File: src/rtl/glue_irq_pkg.sv
// Shared types and constants for the interrupt glue: FSM states,
// CPU interrupt levels and the priority encoder for ipl.
package glue_irq_pkg;

    typedef enum logic [1:0] {
        IDLE     = 2'd0,
        DECODE   = 2'd1,
        WAIT_VEC = 2'd2,
        ACK      = 2'd3
    } irq_state_t;

    localparam logic [2:0] LVL_HBL  = 3'd2;
    localparam logic [2:0] LVL_VBL  = 3'd4;
    localparam logic [2:0] LVL_MFP  = 3'd6;
    localparam logic [2:0] LVL_NONE = 3'd0;

    // MFP outranks VBL, which outranks HBL.
    function automatic logic [2:0] encode_ipl(input logic mfp, input logic vbl, input logic hbl);
        if (mfp)
            return LVL_MFP;
        else if (vbl)
            return LVL_VBL;
        else if (hbl)
            return LVL_HBL;
        else
            return LVL_NONE;
    endfunction

endpackage

File: src/rtl/glue_edge_det.sv
// Rising-edge detector: one registered copy of the input, pulse while the
// live input is high and the registered copy is still low.
module glue_edge_det (
    input  logic clk,
    input  logic reset,
    input  logic sig_in,
    output logic rise
);

    logic sig_q;

    // Cleared on reset so an input already high at release counts as an edge.
    always_ff @(posedge clk) begin
        if (reset)
            sig_q <= 1'b0;
        else
            sig_q <= sig_in;
    end

    assign rise = sig_in & ~sig_q;

endmodule

File: src/rtl/glue_irq.sv
// Interrupt glue between MFP / video blanking and the CPU: latches blanking
// events, encodes ipl, and runs the interrupt-acknowledge handshake.
module glue_irq
    import glue_irq_pkg::*;
#(
    parameter int IACK_DELAY = 2
) (
    input  logic       clk,
    input  logic       reset,
    input  logic       mfp_irq,
    input  logic       hbl_in,
    input  logic       vbl_in,
    input  logic       cpu_iack,
    input  logic [2:0] cpu_iack_level,
    output logic [2:0] ipl,
    output logic       mfp_iack,
    output logic       avec,
    output logic       dtack,
    output logic       spurious
);

    localparam logic [3:0] CNT_LOAD = 4'(IACK_DELAY - 1);

    irq_state_t state, state_nxt;
    logic [2:0] level_q, level_nxt;
    logic [3:0] cnt, cnt_nxt;
    logic       mfp_iack_nxt, avec_nxt, dtack_nxt, spurious_nxt;
    logic       hbl_rise, vbl_rise;
    logic       hbl_pend, vbl_pend;
    logic       hbl_clr, vbl_clr;
    logic       hbl_pend_nxt, vbl_pend_nxt;

    glue_edge_det u_hbl_edge (
        .clk    (clk),
        .reset  (reset),
        .sig_in (hbl_in),
        .rise   (hbl_rise)
    );

    glue_edge_det u_vbl_edge (
        .clk    (clk),
        .reset  (reset),
        .sig_in (vbl_in),
        .rise   (vbl_rise)
    );

    // A fresh edge in the same clock as the acknowledge clear keeps the bit set.
    assign hbl_pend_nxt = hbl_rise | (hbl_pend & ~hbl_clr);
    assign vbl_pend_nxt = vbl_rise | (vbl_pend & ~vbl_clr);

    always_comb begin
        state_nxt    = state;
        level_nxt    = level_q;
        cnt_nxt      = cnt;
        mfp_iack_nxt = mfp_iack;
        avec_nxt     = avec;
        dtack_nxt    = dtack;
        spurious_nxt = spurious;
        hbl_clr      = 1'b0;
        vbl_clr      = 1'b0;

        case (state)
            IDLE: begin
                if (cpu_iack) begin
                    state_nxt = DECODE;
                    level_nxt = cpu_iack_level;
                end
            end

            DECODE: begin
                if (!cpu_iack) begin
                    state_nxt    = IDLE;
                    mfp_iack_nxt = 1'b0;
                    avec_nxt     = 1'b0;
                    dtack_nxt    = 1'b0;
                    spurious_nxt = 1'b0;
                end else if (level_q == LVL_MFP && mfp_irq) begin
                    mfp_iack_nxt = 1'b1;
                    cnt_nxt      = CNT_LOAD;
                    state_nxt    = WAIT_VEC;
                end else if (level_q == LVL_VBL && vbl_pend) begin
                    vbl_clr   = 1'b1;
                    avec_nxt  = 1'b1;
                    state_nxt = ACK;
                end else if (level_q == LVL_HBL && hbl_pend) begin
                    hbl_clr   = 1'b1;
                    avec_nxt  = 1'b1;
                    state_nxt = ACK;
                end else begin
                    spurious_nxt = 1'b1;
                    state_nxt    = ACK;
                end
            end

            // mfp_irq is deliberately ignored here: once the MFP is strobed
            // the vector cycle runs to completion.
            WAIT_VEC: begin
                if (!cpu_iack) begin
                    state_nxt    = IDLE;
                    mfp_iack_nxt = 1'b0;
                    avec_nxt     = 1'b0;
                    dtack_nxt    = 1'b0;
                    spurious_nxt = 1'b0;
                    cnt_nxt      = 4'd0;
                end else if (cnt == 4'd0) begin
                    dtack_nxt = 1'b1;
                    state_nxt = ACK;
                end else begin
                    cnt_nxt = cnt - 4'd1;
                end
            end

            ACK: begin
                if (!cpu_iack) begin
                    state_nxt    = IDLE;
                    mfp_iack_nxt = 1'b0;
                    avec_nxt     = 1'b0;
                    dtack_nxt    = 1'b0;
                    spurious_nxt = 1'b0;
                end
            end

            default: state_nxt = IDLE;
        endcase
    end

    always_ff @(posedge clk) begin
        if (reset) begin
            state    <= IDLE;
            level_q  <= 3'd0;
            cnt      <= 4'd0;
            hbl_pend <= 1'b0;
            vbl_pend <= 1'b0;
            ipl      <= LVL_NONE;
            mfp_iack <= 1'b0;
            avec     <= 1'b0;
            dtack    <= 1'b0;
            spurious <= 1'b0;
        end else begin
            state    <= state_nxt;
            level_q  <= level_nxt;
            cnt      <= cnt_nxt;
            hbl_pend <= hbl_pend_nxt;
            vbl_pend <= vbl_pend_nxt;
            ipl      <= encode_ipl(mfp_irq, vbl_pend_nxt, hbl_pend_nxt);
            mfp_iack <= mfp_iack_nxt;
            avec     <= avec_nxt;
            dtack    <= dtack_nxt;
            spurious <= spurious_nxt;
        end
    end

endmodule
File: config.mk
export PLATFORM = sky130hd
export DESIGN_NAME = glue_irq
export DESIGN_NICKNAME = d
export VERILOG_FILES = /design/src/rtl/glue_irq_pkg.sv /design/src/rtl/glue_edge_det.sv /design/src/rtl/glue_irq.sv
export SDC_FILE = /design/constraint.sdc
export NUM_CORES = 1
export LEC_CHECK = 0
export CORE_MARGIN = 5
export CORE_UTILIZATION = 40
export CTS_BUF_LIST = sky130_fd_sc_hd__clkbuf_4 sky130_fd_sc_hd__clkbuf_8
export DETAILED_ROUTE_END_ITERATION = 10
export PLACE_DENSITY = 0.67
export SLEW_MARGIN = 15
export SYNTH_ARGS = -nofsm -noshare
export SYNTH_HDL_FRONTEND = slang
export SYNTH_SLANG_ARGS = --single-unit
File: constraint.sdc
create_clock -name clk -period 1.6 [get_ports clk]
set_input_delay 0.32 -clock clk [delete_from_list [all_inputs] [get_ports clk]]
set_output_delay 0.32 -clock clk [all_outputs]
set_load 0.01 [all_outputs]
==> results of run 1 <==
routing by layer:
metal  up-vias  share of wire (%)  global-route usage (%)
met3         2                6.2                    5.50
met5         -                  0                       0
met2        20                 47                    20.5
met4         0               0.66                    2.03
met1       342                 46                    16.3
li1        389                  -                       -
report_power, final:
group | switching [mW] | internal, mW
logic | 0.0572 | 0.0714
registers | 0.0143 | 0.496
clock network | 0.137 | 0.114
total | 0.208 | 0.681
worst paths after layout:
kind,startpoint,to,slack (ns),depth (start not counted)
max,dtack,dtack,0.07,1
min,spurious,spurious,0.49,2
max reg2reg,state[1],ipl[1],0.13,4
min reg2reg,spurious,spurious,0.49,2
flip-flops by register name, summed over array words and instances (netlist names):
name	count
state	2
dtack	1
spurious	1
u_vbl_edge.sig_q	1
cnt	4
level_q	3
mfp_iack	1
u_hbl_edge.sig_q	1
ipl	2
vbl_pend	1
hbl_pend	1
avec	1
per-stage QoR:
step / power [mW] / setup WS (ns) / hold WS, ns
CTS: 0.903 / 0.00150 / 0.503
detailed placement: 0.649 / -0.317 / 0.466
global placement: 0.647 / -0.301 / 0.457
global route: 0.944 / 0.00653 / 0.534
finish: 0.889 / 0.0745 / 0.488
floorplan: 0.589 / 0.134 / 0.392
final cells by class:
type                    count  area share [%]
multi-input cells          67            39.5
clock buffers               4            2.70
repair buffers             22            18.2
inverters                   7            2.36
flip-flops and latches     19            34.2
well taps                  27            3.04
kinds of logic (layout without fill, tap and decap cells):
group / count (synthesis) / after routing / synth area share [%]
AOI/OAI and AO/OA: 22 / 22 / 18.1
adders and majority gates: 2 / 2 / 2.89
buffers and inverters: 10 / 33 / 5.79
DFF: 19 / 19 / 44.0
muxes: 1 / 1 / 1.16
other: 1 / 1 / 0.434
and+or+nand+nor: 41 / 41 / 27.6
cells in the final DEF, fill, tap and decap left out, types with 3 or more instances in the layout:
cell type / count
a21oi_1: 10
buf_4: 8
clkbuf_4: 4
clkdlybuf4s50_1: 13
dfxtp_1: 19
inv_1: 6
nand2_1: 6
nand3_1: 3
nand3b_1: 4
nor2_1: 11
nor4_1: 3
synthesized netlist by cell type (all sizes together):
cell type,instances,area [um^2]
a211oi,1,7.51
a21oi,11,58.8
nor4,3,18.8
a311oi,2,17.5
dlymetal6s2s,1,12.5
o2bb2ai,1,15.0
a2bb2oi,2,17.5
o2111ai,1,8.76
a32o,1,11.3
nor3b,2,15.0
o21bai,1,7.51
clkbuf,1,3.75
and2b,3,27.5
buf,1,7.51
conb,1,3.75
nor3,1,5.00
mux2i,1,10.0
a21o,1,7.51
inv,7,26.3
nand2b,2,12.5
nand3b,4,30.0
or3,1,6.26
or3b,1,8.76
and4b,1,10.0
nor2b,1,6.26
nor2,11,41.3
or4b,2,20.0
ha,2,25.0
nand2,6,22.5
dfxtp,19,380
nand3,3,15.0
o21ai,1,5.00
repair_timing:
item,4_1_cts,5_1_grt
hold endpoints to repair,0,0
resized for setup,0,4
endpoints found under the setup margin,1,5
pin swaps,1,1
==> flow_summary.yaml, run 1 <==
outcome:
  status: "finished, final reports clean"
floorplan:
  fp.dieH_um: 56.5
  die_w_um: 56.5
  dieArea_um2: 3190
  placementRows: 16
  ioPinCount: 16
  core_area_um2: 2000
  initial_core_util_pct: 43.2
clocking:
  cts.clk_slew.worst_paths_ns: 0.10
  cts.sinks: 19
  clockRootBuffer: "clkbuf_4"
  hold_buffers: 0
  worstSkewPairLatency_ns: 0.29
  cts_setup_buffers: 0
  numCtsBuffers: 3
  cts_tree: "done"
  cts_buffer_depth: 2
  h-tree-depth: 1
flow_run:
  drv_cap: 0
yosys:
  yosysWarnings: 0
  netlist_area_um2: 865
  ys_types: 34
  yosysSeqAreaShare_pct: 44.0
  syn_nets: 107
  netlist_instances: 96
  ys_seq_elements: 19
  avgSynthCellArea_um2: 9.01
critical_path:
  cpLargestDelayFamily: "buffers and inverters"
  criticalPathCategory: "register to output pin"
  cp_slowest_cell: "clkdlybuf4s50_1"
  worst_ep_required_time_ns: 1.28
  crit_path_end_kind: "output pin"
  cp_max_fo: 3
  slowest_delay_ns: 0.55
  path_cells: "clkdlybuf4s50_1"
  worst_ep_arrival_time_ns: 1.21
  startpoint_type: "register"
  path_buf_inv: 1
global_routing:
  grt_usage_pct: 12.8
  antenna_found_initial: 0
  overflow: 0
  grt_max_degree: 14
  grt_pass1_vias: 730
  grt_pass1_wl_um: 3280
routing:
  dr_total_vias: 753
  via_per_inst: 5.16
  drt_iter0_drc: 15
  drt_first_pass_iters: 4
  detail_route.wl_per_cell_um: 12.4
  postRouteAntennaNets: 0
  wl_um: 1810
  remaining_drc_errors: 0
sta:
  slew_violations: 0
  timing.final.crit_share_pct: 95.3
  hold_violations: 0
  fin_tns_setup_ns: 0
  layout_min_cycle_time_ns: 1.53
  rsz0062_at_grt: "no"
  finalSetupViolCount: 0
  max_freq_mhz: 656
  skew_ns: 0.00244
pwr:
  p_per_area_nw_per_um2: 800
  ir_worst_vdd_mv: 0.489
  power.leakage_nw: 0.430
placement:
  placedCellCount: 142
  hpwl_um: 1420
  postPlaceCellArea_um2: 1070
  io_buffers: 14
  gp_congestion: 0.792
finish:
  drive_above_1_share_pct: 17.6
  postLayoutCoreUtil_pct: 55.6
  antenna_cells: 0
  fin_area_um2: 1110
  stdcell_count: 146
  nNetsFinal: 131
  seq_area_um2: 380
  syn_to_final_growth_pct: 28.7
  n_fill_cell: 199
  multi_input_area_um2: 439
worst_hold_path:
  hold_class: "register to register"
(Power assumes the default switching activity.)
==> run 2: changes to the inputs <==
- CORE_MARGIN: 5 -> not set
==> run 2 against run 1 <==
Utilization is 0.75 points higher. Worst hold slack got worse by 0.0018 ns. Global-route usage grew 3.4 points. Sequential cell count stayed put. Critical path depth grew 3. Largest cell class unchanged.
==> flow_summary.yaml, run 2 (synthesis gave the netlist of run 1 again) <==
sta:
  slew_violations: 0
  rsz0062_at_grt: "no"
  holdWs_ns: 0.487
  max_freq_mhz: 657
  finalSetupViolCount: 0
  setup_ws_ns: 0.0774
  hold_violations: 0
  skew_ns: 0.00450
  layout_min_cycle_time_ns: 1.52
  timing.final.crit_share_pct: 95.2
floorplan:
  die_w_um: 48.5
  initial_core_util_pct: 43.2
  fp.dieH_um: 48.5
  core_area_um2: 2000
  placementRows: 16
  dieArea_um2: 2350
  ioPinCount: 16
placement:
  dpl_worst_slack_ns: -0.325
  placedCellCount: 143
  postPlaceCellArea_um2: 1080
  gp_congestion: 0.805
  io_buffers: 14
  hpwl_um: 1270
finish:
  top_regs: "cnt: 4 flops, level_q: 3 flops"
  regMostFlops: "cnt"
  syn_to_final_growth_pct: 30.4
  stdcell_count: 147
  fin_area_um2: 1130
  drive_above_1_share_pct: 20.0
  nNetsFinal: 132
  largest_reg_flops: 4
  final_cell_mix: "dfxtp_1 (16), clkdlybuf4s50_1 (13), nor2_1 (11)"
  layout_commonest_cell: "dfxtp_1"
  antenna_cells: 0
pwr:
  power.leakage_nw: 0.437
  clkPwrFrac_pct: 28.9
  p_int_mw: 0.681
  pwr-share-comb_pct: 14.2
  seq_power_share_pct: 56.9
  power_switching_mw: 0.217
  swShare_pct: 24.1
  p_per_area_nw_per_um2: 796
  ir_worst_vdd_mv: 0.600
clocking:
  cts_buffer_depth: 2
  hold_buffers: 0
  cts_tree: "done"
  worstSkewPairLatency_ns: 0.30
  cts.sinks: 19
  numCtsBuffers: 3
  clockRootBuffer: "clkbuf_4"
  ctsResizeCount: 0
  h-tree-depth: 1
  cts.clk_slew.worst_paths_ns: 0.10
  cts_setup_buffers: 0
critical_path:
  crit_start: "state[1]"
  criticalPathCategory: "register to register"
  reg2reg_from: "state[1]"
  rr_worst_depth: 4
  slowest_delay_ns: 0.52
  crit_path_end_kind: "register"
  path_cells: "nand3b_1 > or4b_1 > a32o_2 > o2bb2ai_2"
  worst_ep_arrival_time_ns: 1.73
  startpoint_type: "register"
  worst_ep_required_time_ns: 1.81
  cp_max_fo: 3
  cp_slowest_cell: "or4b_1"
routing:
  drt_iter0_drc: 14
  dr_total_vias: 742
  detail_route.wl_per_cell_um: 11.7
  postRouteAntennaNets: 0
  drt_first_pass_iters: 4
  wl_um: 1720
  via_per_inst: 5.05
  remaining_drc_errors: 0
global_routing:
  use_met2_pct: 26.8
  grt_most_used_layer: "met2"
  grt_pass1_vias: 726
  use_met1_pct: 18.8
  antenna_found_initial: 0
  grt_pass1_wl_um: 2910
  use_met3_pct: 7.55
  overflow: 0
  grt_usage_pct: 16.2
  grt_max_degree: 14
worst_hold_path:
  min_from: "avec"
  min_path_cells: 2
  hold_class: "register to register"
outcome:
  status: "finished, final reports clean"
flow_run:
  drv_cap: 0
run 2: cell types whose count changed in the layout (fill, tap and decap cells not counted), sizes merged:
cell,before,now
buf,8,9
run 2: layout make-up:
| cell class | instances | area, um^2 |
|---|---|---|
| Fill cell | 190 | 875 |
| Multi-Input combinational cell | 67 | 443 |
| Sequential cell | 19 | 384 |
| Timing Repair Buffer | 23 | 210 |
| Tap cell | 27 | 33.8 |
| Clock buffer | 4 | 30.0 |
| Inverter | 7 | 26.3 |
run 2: stage by stage:
step | util (%) | setup TNS [ns] | power (mW)
2_1_floorplan | - | 0 | 0.589
3_3_place_gp | 54.1 | -0.997 | 0.645
3_5_place_dp | 54.1 | -1.17 | 0.647
4_1_cts | 55.6 | 0 | 0.903
5_1_grt | 56.3 | 0 | 0.945
6_report | 56.3 | 0 | 0.897
run 2: path summary, 6_finish.rpt:
check | to | slack, ns
min | avec | 0.49
max reg2reg | ipl[1] | 0.08
min reg2reg | avec | 0.49
max | ipl[1] | 0.08
run 2: power by group through the flow:
stage          logic, mW  registers (mW)  clock network [mW]
3_3_place_gp       0.124           0.521                   0
4_1_cts            0.127           0.510               0.266
6_report           0.128           0.511               0.259
3_5_place_dp       0.126           0.521                   0
5_1_grt            0.141           0.514               0.290
2_1_floorplan     0.0656           0.524                   0
run 2: layer usage:
| layer | vias up | routed length, um | share of wire [%] |
|---|---|---|---|
| met5 | - | 0 | 0 |
| met1 | 338 | 834 | 49 |
| met4 | 0 | 10 | 0.58 |
| li1 | 389 | - | - |
| met3 | 2 | 75 | 4.4 |
| met2 | 13 | 795 | 46 |
run 2: worst max-delay path, delay by kind of cell (launching register included):
kind             cells  cell delay, ns
AND/OR/NAND/NOR      2            0.70
AO/OA/AOI/OAI        2            0.40
flip-flops           1            0.32
